File: src/rtl/bsg_trace_replay_sequencer.sv
// -----------------------------------------------------------------------------
// bsg_trace_replay_sequencer
//
// Drives a bank of trace-replay engines through one test run. Each engine is
// held in reset with its enable low until its phase comes up. Engines run
// either one after another (serial) or all together (parallel). A per-phase
// watchdog bounds how long a phase may run. The first failure is captured,
// and a single pass/fail verdict is presented once the run is over.
//
// Parameters
//   num_replay_p     number of engines controlled (>= 1)
//   parallel_p       0 = serial phases, 1 = all engines in one phase
//   timeout_width_p  width of the watchdog budget and of the RUN cycle counter
//   idx_width_lp     engine index width, $clog2(num_replay_p) with a floor of 1
//
// Ports
//   clk_i           clock
//   reset_n_i       synchronous active-low reset
//   start_i         start a run (honoured in IDLE and FINISHED only)
//   timeout_i       per-phase watchdog budget in RUN cycles, 0 = disabled
//   replay_done_i   engine done levels (sticky until that engine is reset)
//   replay_error_i  engine error levels (sticky)
//   replay_reset_o  active-high reset to each engine
//   replay_en_o     enable to each engine
//   busy_o          high in CLEAR and RUN
//   done_o          high in FINISHED
//   pass_o          high in FINISHED when no failure was captured
//   phase_idx_o     engine currently sequenced (always 0 in parallel mode)
//   fail_idx_o      engine that failed, meaningful when fail_cause_o != 0
//   fail_cause_o    0 = none, 1 = engine error, 2 = watchdog timeout
//   cycle_cnt_o     RUN cycles in the current/last run, saturating
// -----------------------------------------------------------------------------
module bsg_trace_replay_sequencer #(
   parameter int num_replay_p    = 4,
   parameter int parallel_p      = 0,
   parameter int timeout_width_p = 24,
   parameter int idx_width_lp    = (num_replay_p > 1) ? $clog2(num_replay_p) : 1
) (
   input  logic                       clk_i,
   input  logic                       reset_n_i,
   input  logic                       start_i,
   input  logic [timeout_width_p-1:0] timeout_i,
   input  logic [num_replay_p-1:0]    replay_done_i,
   input  logic [num_replay_p-1:0]    replay_error_i,
   output logic [num_replay_p-1:0]    replay_reset_o,
   output logic [num_replay_p-1:0]    replay_en_o,
   output logic                       busy_o,
   output logic                       done_o,
   output logic                       pass_o,
   output logic [idx_width_lp-1:0]    phase_idx_o,
   output logic [idx_width_lp-1:0]    fail_idx_o,
   output logic [1:0]                 fail_cause_o,
   output logic [timeout_width_p-1:0] cycle_cnt_o
);

   typedef enum logic [1:0] {
      S_IDLE     = 2'd0,
      S_CLEAR    = 2'd1,
      S_RUN      = 2'd2,
      S_FINISHED = 2'd3
   } state_e;

   localparam logic [1:0] CAUSE_NONE    = 2'd0;
   localparam logic [1:0] CAUSE_ERROR   = 2'd1;
   localparam logic [1:0] CAUSE_TIMEOUT = 2'd2;

   // ---------------------------------------------------------------------------
   // State and result registers
   // ---------------------------------------------------------------------------
   state_e                     state_q,      state_d;
   logic [idx_width_lp-1:0]    cur_idx_q,    cur_idx_d;
   logic [timeout_width_p-1:0] wdog_q,       wdog_d;
   logic [timeout_width_p-1:0] cycle_cnt_q,  cycle_cnt_d;
   logic [idx_width_lp-1:0]    fail_idx_q,   fail_idx_d;
   logic [1:0]                 fail_cause_q, fail_cause_d;

   // Output registers, loaded from the next-state decode so that every output
   // is a flop yet still reflects the current state exactly.
   logic [num_replay_p-1:0]    replay_en_q,    replay_en_d;
   logic [num_replay_p-1:0]    replay_reset_q, replay_reset_d;
   logic                       busy_q,         busy_d;
   logic                       done_q,         done_d;
   logic                       pass_q,         pass_d;

   // ---------------------------------------------------------------------------
   // Engine selection masks. In parallel mode every engine is selected; in
   // serial mode only the one matching the phase index. Expressing both modes
   // as a mask lets the done/error/timeout logic below be shared.
   // ---------------------------------------------------------------------------
   logic [num_replay_p-1:0] sel_q;   // engines of the phase now running
   logic [num_replay_p-1:0] sel_d;   // engines of the phase about to be entered

   for (genvar gi = 0; gi < num_replay_p; gi++) begin : g_sel
      assign sel_q[gi] = (parallel_p != 0) || (cur_idx_q == idx_width_lp'(gi));
      assign sel_d[gi] = (parallel_p != 0) || (cur_idx_d == idx_width_lp'(gi));
   end

   // Error on any selected engine (serial: just the current one).
   logic err_hit;
   // All selected engines done. Unselected bits are forced to 1 so the AND
   // collapses to a single bit test in serial mode.
   logic done_hit;
   // Final phase of the run: always true in parallel mode.
   logic last_phase;

   assign err_hit    = |(replay_error_i & sel_q);
   assign done_hit   = &(replay_done_i | ~sel_q);
   assign last_phase = (parallel_p != 0) ||
                       (cur_idx_q == idx_width_lp'(num_replay_p - 1));

   // Index of the lowest set bit, 0 when none is set.
   function automatic logic [idx_width_lp-1:0] lowest_set(
      input logic [num_replay_p-1:0] vec
   );
      logic [idx_width_lp-1:0] r;
      r = '0;
      for (int i = num_replay_p - 1; i >= 0; i--) begin
         if (vec[i]) begin
            r = idx_width_lp'(i);
         end
      end
      return r;
   endfunction

   // ---------------------------------------------------------------------------
   // Next-state logic
   // ---------------------------------------------------------------------------
   always_comb begin
      state_d      = state_q;
      cur_idx_d    = cur_idx_q;
      wdog_d       = wdog_q;
      cycle_cnt_d  = cycle_cnt_q;
      fail_idx_d   = fail_idx_q;
      fail_cause_d = fail_cause_q;

      case (state_q)
         S_IDLE, S_FINISHED: begin
            if (start_i) begin
               state_d      = S_CLEAR;
               cur_idx_d    = '0;
               cycle_cnt_d  = '0;
               fail_idx_d   = '0;
               fail_cause_d = CAUSE_NONE;
            end
         end

         S_CLEAR: begin
            // Each phase gets a fresh budget.
            wdog_d  = timeout_i;
            state_d = S_RUN;
         end

         S_RUN: begin
            if (cycle_cnt_q != '1) begin
               cycle_cnt_d = cycle_cnt_q + timeout_width_p'(1);
            end
            if (wdog_q != '0) begin
               wdog_d = wdog_q - timeout_width_p'(1);
            end

            // Priority: error, then done, then watchdog. A done on the very
            // cycle the budget runs out therefore still counts as success.
            if (err_hit) begin
               state_d      = S_FINISHED;
               fail_cause_d = CAUSE_ERROR;
               fail_idx_d   = lowest_set(replay_error_i & sel_q);
            end else if (done_hit) begin
               if (last_phase) begin
                  state_d = S_FINISHED;
               end else begin
                  cur_idx_d = cur_idx_q + idx_width_lp'(1);
                  state_d   = S_CLEAR;
               end
            end else if (wdog_q == timeout_width_p'(1)) begin
               // A zero budget never reaches 1, so the watchdog stays off.
               state_d      = S_FINISHED;
               fail_cause_d = CAUSE_TIMEOUT;
               fail_idx_d   = lowest_set(~replay_done_i & sel_q);
            end
         end

         default: begin
            state_d = S_IDLE;
         end
      endcase
   end

   // ---------------------------------------------------------------------------
   // Output decode of the next state
   // ---------------------------------------------------------------------------
   for (genvar gi = 0; gi < num_replay_p; gi++) begin : g_out
      assign replay_en_d[gi]    = (state_d == S_RUN) && sel_d[gi];
      assign replay_reset_d[gi] = !replay_en_d[gi];
   end

   assign busy_d = (state_d == S_CLEAR) || (state_d == S_RUN);
   assign done_d = (state_d == S_FINISHED);
   assign pass_d = (state_d == S_FINISHED) && (fail_cause_d == CAUSE_NONE);

   // ---------------------------------------------------------------------------
   // Sequential state
   // ---------------------------------------------------------------------------
   always_ff @(posedge clk_i) begin
      if (!reset_n_i) begin
         state_q        <= S_IDLE;
         cur_idx_q      <= '0;
         wdog_q         <= '0;
         cycle_cnt_q    <= '0;
         fail_idx_q     <= '0;
         fail_cause_q   <= CAUSE_NONE;
         replay_en_q    <= '0;
         replay_reset_q <= '1;
         busy_q         <= 1'b0;
         done_q         <= 1'b0;
         pass_q         <= 1'b0;
      end else begin
         state_q        <= state_d;
         cur_idx_q      <= cur_idx_d;
         wdog_q         <= wdog_d;
         cycle_cnt_q    <= cycle_cnt_d;
         fail_idx_q     <= fail_idx_d;
         fail_cause_q   <= fail_cause_d;
         replay_en_q    <= replay_en_d;
         replay_reset_q <= replay_reset_d;
         busy_q         <= busy_d;
         done_q         <= done_d;
         pass_q         <= pass_d;
      end
   end

   assign replay_en_o    = replay_en_q;
   assign replay_reset_o = replay_reset_q;
   assign busy_o         = busy_q;
   assign done_o         = done_q;
   assign pass_o         = pass_q;
   assign phase_idx_o    = cur_idx_q;   // held at 0 throughout in parallel mode
   assign fail_idx_o     = fail_idx_q;
   assign fail_cause_o   = fail_cause_q;
   assign cycle_cnt_o    = cycle_cnt_q;

endmodule

File: config.mk
export PLATFORM = sky130hd
export DESIGN_NAME = bsg_trace_replay_sequencer
export DESIGN_NICKNAME = d
export VERILOG_FILES = /design/src/rtl/bsg_trace_replay_sequencer.sv
export SDC_FILE = /design/constraint.sdc
export NUM_CORES = 1
export LEC_CHECK = 0
export CAP_MARGIN = 20
export CORE_MARGIN = 5
export CORE_UTILIZATION = 26
export CTS_BUF_LIST = sky130_fd_sc_hd__clkbuf_4 sky130_fd_sc_hd__clkbuf_8
export DETAILED_ROUTE_END_ITERATION = 16
export DONT_BUFFER_PORTS = 1
export PLACE_DENSITY_LB_ADDON = 0.1
export SYNTH_ARGS = -nofsm -noshare
export SYNTH_HDL_FRONTEND = slang
export SYNTH_SLANG_ARGS = --single-unit
File: constraint.sdc
create_clock -name clk_i -period 4.75 [get_ports clk_i]
set_input_delay 1.425 -clock clk_i [delete_from_list [all_inputs] [get_ports clk_i]]
set_output_delay 1.425 -clock clk_i [all_outputs]
set_load 0.05 [all_outputs]
Word-level counts from Yosys, hierarchy flattened
Index checks and enable logic that the tools add are counted.
Widths: inputs -> output; s select.

word-level totals
  input port bits = 35
  bits in writable memories = 0
  bits in registers = 67
  logic and storage cells = 95
  bits in latches = 0
  output and inout port bits = 41
  memories = 0
  ROM bits = 0

cells by class
  multipliers = 0
  reduce and logical (&&, ||, !) cells = 23
  equal/unequal tests = 19
  add/subtract/negate cells = 3
  shifts and indexed selects = 0
  div/mod/pow operators = 0
  bitwise logic cells = 5
  multiplexer cells = 34
  order comparisons = 0

operators with widths
  kind                   number
  $pmux 24 s2            2
  $mux 24                3
  $mux 2                 25
  $add 24x1->24 const B  1
  $eq 24x1->1 const B    1
  $ne 24x24->1 const B   1
  $reduce_bool 24->1     1
  $sub 24x1->24 const B  1
  $eq 2x2->1 const B     8
  $pmux 2 s2             3
  $and 4x4->4            2
  $eq 2x1->1 const B     4
  $logic_not 2->1        4
  $not 4->4              2
  $reduce_and 4->1       2
  $ne 2x2->1 const B     3
  $ne 3x3->1 const B     2
  $pmux 2 s3             1
  $logic_and 1x1->1      5
  $logic_not 1->1        4
  $or 4x4->4             1
  $reduce_bool 2->1      2
  $reduce_or 4->1        1
  $reduce_and 3->1       1
  other kinds (4)        4

Longest topological paths before layout
  word-level depth = 10
  mapped depth = 10

Least setup slack after synthesis
No wires, ideal clock.

  kind = input -> register
  start = in replay_error_i[1]
  end = reg replay_reset_q[0] (netlist: replay_reset_o[0])
  setup time = 0.137 ns
  slack = 1.778 ns
  stages = 7
  data arrival time = 2.835 ns
  path through = mux4_1 > nor2_1 > o21ai_0 > o31a_1 > inv_1 > ha_1 > nand4_1

between the ends
  word-level cells in the longest chain between the ends = 7
  elaborated cells between the ends (all ways) = 10
  those cells by class = 1 x eq/ne; 4 x mux; 1 x bitwise; 4 x reduce/logical

RTL lines
  item                    line  source
  start: declaration      44    input logic [num_replay_p-1:0] replay_error_i,
  $and 4x4->4             106   assign err_hit = |(replay_error_i & sel_q);
  $reduce_or 4->1         106
  $mux 2                  163   if (err_hit) begin
  $pmux 2 s3              136   case (state_q)
  named net state_d[0]    70    state_e state_q, state_d;
  $eq 2x2->1              192   assign replay_en_d[gi] = (state_d == S_RUN) && sel_d[gi];
  $logic_and 1x1->1       192
  $logic_not 1->1         193   assign replay_reset_d[gi] = !replay_en_d[gi];
  end signal: assignment  224   replay_reset_q <= replay_reset_d;
  end: declaration        80    logic [num_replay_p-1:0] replay_reset_q, replay_reset_d;

The timed path passes the listed nets, and every way through them passes these cells.
A chain may end at the register's enable or synchronous reset.

Final worst setup path
  start = in replay_error_i[1]
  end = reg replay_en_q[2] (netlist: replay_en_o[2])

between the ends
  word-level cells in the longest chain between the ends = 6
  elaborated cells between the ends (all ways) = 9
  those cells by class = 2 x eq/ne; 4 x mux; 1 x bitwise; 2 x reduce/logical

RTL lines
  item                    line  source
  $and 4x4->4             106
  $reduce_or 4->1         106
  $mux 2                  163
  $pmux 2 s3              136
  named net state_d[0]    70
  $eq 2x2->1              192
  $logic_and 1x1->1       192
  end signal: assignment  223   replay_en_q <= replay_en_d;
  end: declaration        79    logic [num_replay_p-1:0] replay_en_q, replay_en_d;

The timed path passes the listed nets, and every way through them passes these cells.

==> summary.md <==
| Metric | Value |
|---|---|
| Status | completed |
| # hold bufs at CTS | 0 |
| Root buffer cell | clkbuf_8 |
| Starting Density | 0.2662 |
| Worst-Skew Late Latency | 0.36 ns |
| Min Clock Period, post-route | 2.880 ns |
| First-pass GRT wire length | 18.41 mm |
| Longest Clk Path Bufs | 2 |
| Peak VDD IR | 0.2163 mV |
| Fmax | 347.2 MHz |
| H-tree Lvls | 3 |
| Syn. warnings | 0 |
| Die Wd | 129.5 µm |
| Normalized max-slew margin | 0.3299 |
| Period utilization | 0.6064 |
| Port Buffers | 0 |
| Num CTS Buffers | 9 |
| Final setup viols | 0 |
| # diodes | 0 |
| Die height | 129.5 µm |
| CTS tree | yes |
| Total Wirelength | 11.60 mm |
| Crit path required time | 5.01 ns |
| Worst setup path class | in2reg |
| Clock share of power | 0.181 |
| Finished Cell Area | 4068 µm² |
| CP Capture Type | flip-flop |
| DRC viols | 0 |
| Comb power frac | 0.498 |
| Largest net degree at the start of global routing | 29 |
| Internal power | 1.419 mW |
| Arrival time worst endpoint | 3.15 ns |
| DR vias | 3479 |
| Row count | 43 |
| Reg power frac | 0.322 |
| Fillers | 1493 |
| Post-route ant nets | 0 |
| Detailed Place HPWL | 8.123 mm |
| Crit-path slowest cell | mux4_1 |
| Gate Count Post-Synth | 455 |
| Drt first pass iters | 5 |
| Cts repair resizes | 0 |
| Placed Area | 3866 µm² |
| Grt ovf | 0 |
| Netlist cell types | 65 |
| Util after Layout | 0.2919 |
| Initial antenna violation count | 0 |
| Fin. max-slew vios | 0 |
| Final Wtd Congestion | 0.7639 |
| Seq cells post-synth | 67 |
| Mapped Area | 3710 µm² |
| Final hold violations | 0 |
| EDFF count, synth | 0 |
| Main synth FF type | dfxtp_1 |
| GRT Resource Usage Total | 0.1394 |
| Post-synthesis async set-or-reset flop share | 0 |
| Initial DRC count | 236 |
| Setup_tns | 0 ns |
| Avg WL per Cell | 18.39 µm |
| Max-cap viol count | 0 |
| Leak | 1.333 nW |
| Vias in the first global route | 3355 |
| Max incr delay on CP | 0.57 ns |
| Layout net count | 491 |
| Total nets after synthesis | 499 |
| P_sw | 1.371 mW |
| Post-Place Cells | 616 |
| Mean post-synth cell area | 8.153 µm² |
| Setup Buffers After CTS | 0 |
| # IOs | 76 |
| Post-synthesis sequential area ratio | 0.3616 |
| Area grow syn2layout | 9.646% |
| Switching Share | 0.4914 |
| Worst slew pin tran | 1.001 ns |
| Die Footprint | 16760 µm² |
| Crit-path cells | mux4_1 -> nor2_1 -> o21ai_0 -> o31a_1 -> inv_1 -> ha_1 -> nand2_1 -> nor3_1 |
| Layout Skew | 0.01331 ns |
| Layout cells sized above 1 | 0.08204 |
| Core region area | 13930 µm² |
| Unrepaired setup endpoints after global routing | no |
| DR vias/cell | 5.513 |
| Share of the synthesized area in the top cell type | 0.3616 |
| Critical path fanouts, max | 5 |
| Sink Count | 67 |
| Worst hold path type | reg2reg |
| Setup crit start kind | input port |
| Finished Layout Cells | 631 |
| PD cells | 686.1 nW/µm² |
| Clock transition at path regs | 0.08 ns |
| Top post-synthesis cells by area | dfxtp_1 (36%), a21oi_1 (5.3%), o21ai_0 (4.6%), nand2_1 (4.2%), nand4_1 (3.4%) |
| Post-synth top area cell | dfxtp_1 |
state kept, by name, summed over array words and instances (netlist names):
name,cells
pass_o,1
done_o,1
phase_idx_o,2
replay_en_o,4
busy_o,1
cycle_cnt_o,24
fail_idx_o,2
fail_cause_o,2
state_q,2
wdog_q,24
replay_reset_o,4
per-stage QoR:
stage	worst slack, ns	power (mW)	hold WS, ns
3_5_place_dp	1.532	2.295	0.4462
2_1_floorplan	1.778	1.952	0.4291
5_1_grt	1.626	3.015	0.4844
4_1_cts	1.856	2.824	0.4556
6_report	1.870	2.791	0.4527
3_3_place_gp	1.601	2.296	0.4450
final timing paths:
check / from / end / slack (ns) / depth (start not counted)
max reg2reg: phase_idx_o[0]$_SDFF_PN0_ / replay_en_o[2]$_SDFF_PN0_ / 1.89 / 8
min: wdog_q[22]$_SDFFE_PN0P_ / wdog_q[22]$_SDFFE_PN0P_ / 0.45 / 2
max: replay_error_i[1] / replay_en_o[2]$_SDFF_PN0_ / 1.87 / 8
min reg2reg: wdog_q[22]$_SDFFE_PN0P_ / wdog_q[22]$_SDFFE_PN0P_ / 0.45 / 2
layout make-up:
type,count,area [µm²],area share
repair buffers,5,37.54,0.009228
flip-flops and latches,67,1341,0.3297
well taps,180,225.2,0.05537
clock buffers,13,166.4,0.04091
inverters,14,52.55,0.01292
multi-input cells,350,2210,0.5432
clock inverters,2,35.03,0.008613
critical path: cells and delay by family:
kind,cells,cell delay [ns]
AOI/OAI and AO/OA,2,0.48
adders and majority gates,1,0.16
buffers and inverters,1,0.09
muxes,1,0.57
and+or+nand+nor,3,0.42
synth_stat cells (5+ instances only):
master	n
clkbuf_1	15
a31oi_1	8
nand3_1	15
inv_1	12
xor2_1	7
nand2_1	42
ha_1	9
nor2_1	30
or4_1	7
buf_2	5
dfxtp_1	67
nor3_1	15
o21ai_0	34
mux2i_1	6
nor2b_1	5
a32oi_1	6
a211oi_1	6
nand4_1	20
a21oi_1	39
and3_1	7
or3_1	20
cells in the final DEF, fill, tap and decap left out, drive strengths merged, types with 2 or more instances in the layout:
cell type	synthesis	layout
a31oi	9	9
nand4	20	20
nand3	15	15
o2bb2ai	2	2
a22oi	3	3
nand2	42	42
mux4	2	2
and2	3	3
or3	20	20
a21o	2	2
o31ai	4	4
o311ai	2	2
o21a	4	4
ha	9	9
mux2i	6	6
a21boi	3	3
nor3	16	16
clkbuf	16	13
and3	7	7
xor2	7	7
a21oi	39	39
or4	8	8
nand2b	2	2
o31a	4	4
nor4	6	6
o21ai	36	36
nor2b	5	5
dfxtp	67	67
a41oi	2	2
inv	12	12
buf	8	5
o32ai	5	5
nor2	32	32
and4	4	4
a211oi	6	6
o211ai	4	4
clkinv	2	3
a32oi	6	6
power by group through the flow:
stage	combinational [mW]	sequential (mW)	clock (mW)
2_1_floorplan	1.08	0.869	0
3_3_place_gp	1.39	0.910	0
3_5_place_dp	1.39	0.909	0
4_1_cts	1.39	0.896	0.533
5_1_grt	1.55	0.918	0.548
6_report	1.39	0.898	0.505
cell families (layout without fill, tap and decap cells):
group | after synthesis | after routing | share of synthesized area
compound gates | 140 | 140 | 0.2489
buf+inv | 38 | 34 | 0.04350
mux | 9 | 9 | 0.03238
simple gates | 185 | 185 | 0.2668
flops | 67 | 67 | 0.3616
xor+xnor | 7 | 7 | 0.01653
fa+ha+maj | 9 | 9 | 0.03035
per-layer routing:
layer | share of wire | wire length (µm) | global-route usage
met1 | 0.47 | 5419 | 0.1752
met2 | 0.46 | 5327 | 0.2238
met3 | 0.067 | 775 | 0.05523
met4 | 0.0068 | 79 | 0.03667
met5 | 0 | 0 | 0
(Power assumes the default switching activity.)
